File: src/rtl/uart_rx_16x.sv
// -----------------------------------------------------------------------------
// uart_rx_16x
//
// UART receive front end driven by a 16x oversampling strobe from an external
// baud generator. The line is synchronized, the start bit is validated at its
// middle, DATA_BITS data bits are shifted in LSB-first, and the stop bit is
// checked. Good characters land in a one-entry holding register that the
// consumer drains with a valid/ready handshake.
//
// Ports:
//   clk           system clock, rising edge
//   rst           synchronous active-high reset
//   baud_tick_16x one-clock strobe at 16x the baud rate
//   rx            asynchronous serial input, idle high
//   rx_ready      consumer pop, honoured only while rx_valid is high
//   rx_data       received character, stable while rx_valid is high
//   rx_valid      holding register full
//   framing_err   one-clock pulse when the stop bit samples low
//   overrun_err   one-clock pulse when a good frame is dropped (register full)
//   busy          receiver is anywhere but IDLE
// -----------------------------------------------------------------------------
module uart_rx_16x #(
    parameter int DATA_BITS = 8
) (
    input  logic                 clk,
    input  logic                 rst,
    input  logic                 baud_tick_16x,
    input  logic                 rx,
    input  logic                 rx_ready,
    output logic [DATA_BITS-1:0] rx_data,
    output logic                 rx_valid,
    output logic                 framing_err,
    output logic                 overrun_err,
    output logic                 busy
);

    localparam int             BCW      = (DATA_BITS > 1) ? $clog2(DATA_BITS) : 1;
    localparam logic [BCW-1:0] LAST_BIT = BCW'(DATA_BITS - 1);

    typedef enum logic [1:0] {
        IDLE  = 2'd0,
        START = 2'd1,
        DATA  = 2'd2,
        STOP  = 2'd3
    } state_t;

    logic                 sync1_q;
    logic                 rx_s_q;
    state_t               state_q, state_d;
    logic [3:0]           tick_q,  tick_d;
    logic [BCW-1:0]       bit_q,   bit_d;
    logic [DATA_BITS-1:0] shreg_q, shreg_d;
    logic [DATA_BITS-1:0] data_q,  data_d;
    logic                 valid_q, valid_d;
    logic                 ferr_q,  ferr_d;
    logic                 ovr_q,   ovr_d;
    logic                 frame_good;
    logic                 frame_bad;
    logic                 load;

    // Registers (two-flop synchronizer resets to the idle line level)
    always_ff @(posedge clk) begin
        if (rst) begin
            sync1_q <= 1'b1;
            rx_s_q  <= 1'b1;
            state_q <= IDLE;
            tick_q  <= '0;
            bit_q   <= '0;
            shreg_q <= '0;
            data_q  <= '0;
            valid_q <= 1'b0;
            ferr_q  <= 1'b0;
            ovr_q   <= 1'b0;
        end else begin
            sync1_q <= rx;
            rx_s_q  <= sync1_q;
            state_q <= state_d;
            tick_q  <= tick_d;
            bit_q   <= bit_d;
            shreg_q <= shreg_d;
            data_q  <= data_d;
            valid_q <= valid_d;
            ferr_q  <= ferr_d;
            ovr_q   <= ovr_d;
        end
    end

    // Receive state machine: everything advances only on oversampling ticks
    always_comb begin
        state_d    = state_q;
        tick_d     = tick_q;
        bit_d      = bit_q;
        shreg_d    = shreg_q;
        frame_good = 1'b0;
        frame_bad  = 1'b0;

        if (baud_tick_16x) begin
            case (state_q)
                IDLE: begin
                    if (!rx_s_q) begin
                        state_d = START;
                        tick_d  = '0;
                    end
                end
                START: begin
                    tick_d = tick_q + 4'd1;
                    // Mid start bit: a line that is already high again was a glitch
                    if (tick_q == 4'd7) begin
                        tick_d  = '0;
                        bit_d   = '0;
                        state_d = rx_s_q ? IDLE : DATA;
                    end
                end
                DATA: begin
                    tick_d = tick_q + 4'd1;
                    if (tick_q == 4'd15) begin
                        // Line order is LSB first, so the newest bit enters at the top
                        shreg_d = {rx_s_q, shreg_q[DATA_BITS-1:1]};
                        tick_d  = '0;
                        if (bit_q == LAST_BIT) begin
                            state_d = STOP;
                        end else begin
                            bit_d = bit_q + BCW'(1);
                        end
                    end
                end
                STOP: begin
                    tick_d = tick_q + 4'd1;
                    // Re-arm at mid stop bit so back-to-back frames are caught
                    if (tick_q == 4'd15) begin
                        tick_d     = '0;
                        state_d    = IDLE;
                        frame_good = rx_s_q;
                        frame_bad  = !rx_s_q;
                    end
                end
                default: begin
                    state_d = IDLE;
                end
            endcase
        end
    end

    // Holding register: a pop in the same clock as a delivery frees the slot
    always_comb begin
        load    = frame_good && (!valid_q || rx_ready);
        data_d  = data_q;
        valid_d = valid_q;
        if (load) begin
            data_d  = shreg_q;
            valid_d = 1'b1;
        end else if (valid_q && rx_ready) begin
            valid_d = 1'b0;
        end
        ferr_d = frame_bad;
        ovr_d  = frame_good && valid_q && !rx_ready;
    end

    assign rx_data     = data_q;
    assign rx_valid    = valid_q;
    assign framing_err = ferr_q;
    assign overrun_err = ovr_q;
    assign busy        = (state_q != IDLE);

endmodule
File: config.mk
export PLATFORM = sky130hd
export DESIGN_NAME = uart_rx_16x
export DESIGN_NICKNAME = d
export VERILOG_FILES = /design/src/rtl/uart_rx_16x.sv
export SDC_FILE = /design/constraint.sdc
export NUM_CORES = 1
export LEC_CHECK = 0
export CAP_MARGIN = 20
export CORE_MARGIN = 2
export CORE_UTILIZATION = 35
export DETAILED_ROUTE_END_ITERATION = 10
export PLACE_DENSITY = 0.55
export SYNTH_ARGS = -nofsm -noshare
export SYNTH_HDL_FRONTEND = slang
export SYNTH_SLANG_ARGS = --single-unit
export TNS_END_PERCENT = 5
File: constraint.sdc
create_clock -name clk -period 2.8 [get_ports clk]
set_input_delay 0.56 -clock clk [delete_from_list [all_inputs] [get_ports clk]]
set_output_delay 0.56 -clock clk [all_outputs]
set_load 0.005 [all_outputs]
==> results.md <==
* Max-slew violation count at 0
* Leakage at between 0.5 and 0.6 nW
* Routed WL per cell at 11.9 µm
* Yosys reg bits at 30
* FF-to-FF End: rx_data[1]
* Fin crit share at between 70% and 80%
* CTS buffer count at 5
* Global Route Usage Sum at 12.9%
* Final total power at between 0.8 and 0.9 mW
* Buf+Inv Stages, Crit Path at 1
* Max Clk Rate at approximately 460 MHz
* Comb power frac at under 10%
* DRT Wirelength at 2.62 mm
* Worst Hold End: rx_s_q
* Worst min-delay path class: register to register
* Vias at between 1000 and 1500
* Placer congestion estimate at between 0.7 and 0.8
* Die Area at around 4600 µm²
* Pwr Density at approximately 500 nW/µm²
* RSZ-0062 raised after global routing: no
* Post-Syn Area per Cell at just over 9 µm²
* Number of diodes at 0
* Synthesized cell area at 1430 µm²
* DRC Markers at 0
* Family with the most delay on the worst path: flip-flops
* Fill count at between 300 and 400
* Layout cells sized above 1 at between 10% and 20%
* Clock sink count at 30
* Cell internal pwr at around 0.64 mW
* Share of flip-flops with an asynchronous set or reset at 0%
* Setup TNS at 0 ns
* Overflow after GRT at 0
* Die X at between 60 and 70 µm
* Final hold vios at 0
* DR iter-0 viols at between 50 and 60
* Arrival @ worst endpoint at between 1.5 and 2 ns
* Setup crit end kind: output pin
* Kind of start point of the critical path: register
* Crit Reg-Reg Startpoint: tick_q[0]
* Initial antenna violation count at 0
* HPWL Detailed at 1.76 mm
* Reg2Reg Depth at 4
* Synthesized Nets at around 160
* Largest net degree at the start of global routing at 28
* Final ANT Viol Nets at 0
* Clock Power Share at between 40% and 50%
* Clock Tree Root: clkbuf_8
* Status: finished clean
* Number of enable flip-flop cells after synthesis at 0
* Max-cap violations at 0
* Kind of critical path: register to output pin
* Yosys cell types at 38
* Clock latency at the later pin of the worst-skew pair at 0.28 ns
* Worst hold path depth at 1
* Synth warnings at 0
* Starting density of the core at 36.0%
* Relative slew slack at a little under 70%
* CORE AREA at 3970 µm²
* CTS tree: done
* Flop-to-flop setup slack at roughly 1.1 ns
* # setup viols final at 0
* CP cell instances: or2_2, clkdlybuf4s50_1
* Post-CTS setup buffers at 0
* Sequential share of power at between 50% and 60%
* DRT Pass-1 Iters at 4
* Post-CTS Resized at 0
* Worst Path Max Fanout at 14
* Net Sw Frac at 21.4%
* H-tree levels at 2
* Row count at 23
* CTS clk-pin slew, worst paths at ~0.060 ns
* Crit path required time at 2.24 ns
* Post-Route Skew at about 0.0038 ns
* I/O Buffers at 16
* Die span in y at roughly 68 µm
* P_sw at 0.176 mW
* I/O Pins at 17
* Layout net count at about 180
* Vias per inst at between 5 and 6
* Crit-path slowest cell: dfxtp_1
* Hold path start: sync1_q
* Post-CTS Hold Fix Bufs at 0
* Slew @ Worst Pin at 0.474 ns
* Cells after synthesis at 156
* Slowest stage delay, CP at 0.58 ns
* Clock Path Buffers at 2
* Tmin final at between 2 and 2.5 ns
* Number of global-route vias before repair at roughly 1000
* Most used flip-flop cell after synthesis: dfxtp_1
* Area Overhead vs Synth at 17.9%
* Sequential share of the synthesized area at roughly two fifths
* VDD IR-drop max at ~0.21 mV
* Global-route wire length before repair at ~4.4 mm
logic make-up (layout without fill, tap and decap cells):
kind of cell,count (synthesis),count (layout),share of synthesized area [%]
adders and majority gates,3,3,2.62
xor gates and xnor gates,1,1,0.613
AOI/OAI and AO/OA,33,33,13.0
and+or+nand+nor,65,65,28.7
DFF,30,30,42.0
buffers and inverters,13,27,5.34
muxes,11,11,7.70
final cells by class:
type	instances	area (µm²)	area share [%]
sequential	30	601	35.6
multi-input combinational	113	753	44.7
clock inverter	1	5.00	0.297
clock buffer	7	86.3	5.12
tap	50	62.6	3.71
inverter	1	3.75	0.223
timing repair buffer	18	175	10.4
worst register-to-register path, stage by stage (launching register included):
cell	delay [ns]
dfxtp_1	0.37
ha_1	0.32
nand4_1	0.17
and3b_1	0.56
mux2i_1	0.24
per-stage QoR:
stage | cell area [µm²] | utilization (%) | setup WS (ns) | hold WS (ns) | instances
3_3_place_gp | 1600 | 40.2 | 0.609 | 0.394 | 212
6_report | 1690 | 42.5 | 0.621 | 0.413 | 220
3_5_place_dp | 1600 | 40.2 | 0.564 | 0.399 | 212
2_1_floorplan | 1430 | - | 1.45 | 0.389 | 156
4_1_cts | 1690 | 42.5 | 0.614 | 0.413 | 220
5_1_grt | 1690 | 42.5 | 0.541 | 0.421 | 220
worst max-delay path by stage:
stage,startpoint,endpoint,slack [ns],cells after the start
floorplan,tick_q[0],rx_data[0],1.45,5
global placement,baud_tick_16x,rx_data[1],0.61,4
detailed placement,baud_tick_16x,rx_data[1],0.56,4
CTS,state_q[0],busy,0.61,2
global route,state_q[0],busy,0.54,2
finish,state_q[0],busy,0.62,2
sequential cells by signal, indices dropped and copies added, names as in the netlist, named ones only:
register / flops
framing_err: 1
rx_valid: 1
rx_s_q: 1
rx_data: 8
overrun_err: 1
shreg_q: 8
tick_q: 4
sync1_q: 1
bit_q: 3
state_q: 1
cells in the mapped netlist, types with 3 or more instances:
cell	count	area, µm²
or2_2	4	25.0
nand4_1	3	18.8
nand2_1	4	15.0
ha_1	3	37.5
nand2b_1	22	138
clkbuf_1	4	15.0
dfxtp_1	30	601
buf_2	4	20.0
a21oi_1	13	65.1
nand3_1	13	65.1
o21ai_0	12	60.1
mux2i_1	11	110
routing by layer:
metal	GRT usage, %	wire [µm]
met1	14.2	1260
met5	0	0
met2	21.7	1180
met3	4.93	131
met4	6.00	53
power groups by stage:
stage	Sequential (mW)	Clock [mW]	Combinational (mW)
2_1_floorplan	0.440	0	0.0210
3_3_place_gp	0.441	0	0.0301
3_5_place_dp	0.442	0	0.0304
4_1_cts	0.432	0.368	0.0304
5_1_grt	0.432	0.384	0.0330
6_report	0.432	0.357	0.0300
cells in the final DEF (no fill, tap or decap), types with 3 or more instances in the layout:
master / n
dfxtp_1: 30
nand2b_1: 22
clkdlybuf4s50_1: 16
nand3_1: 13
a21oi_1: 13
o21ai_0: 12
mux2i_1: 11
clkbuf_8: 6
or2_2: 4
nand2_1: 4
nand4_1: 3
ha_1: 3
(Power assumes the default switching activity.)
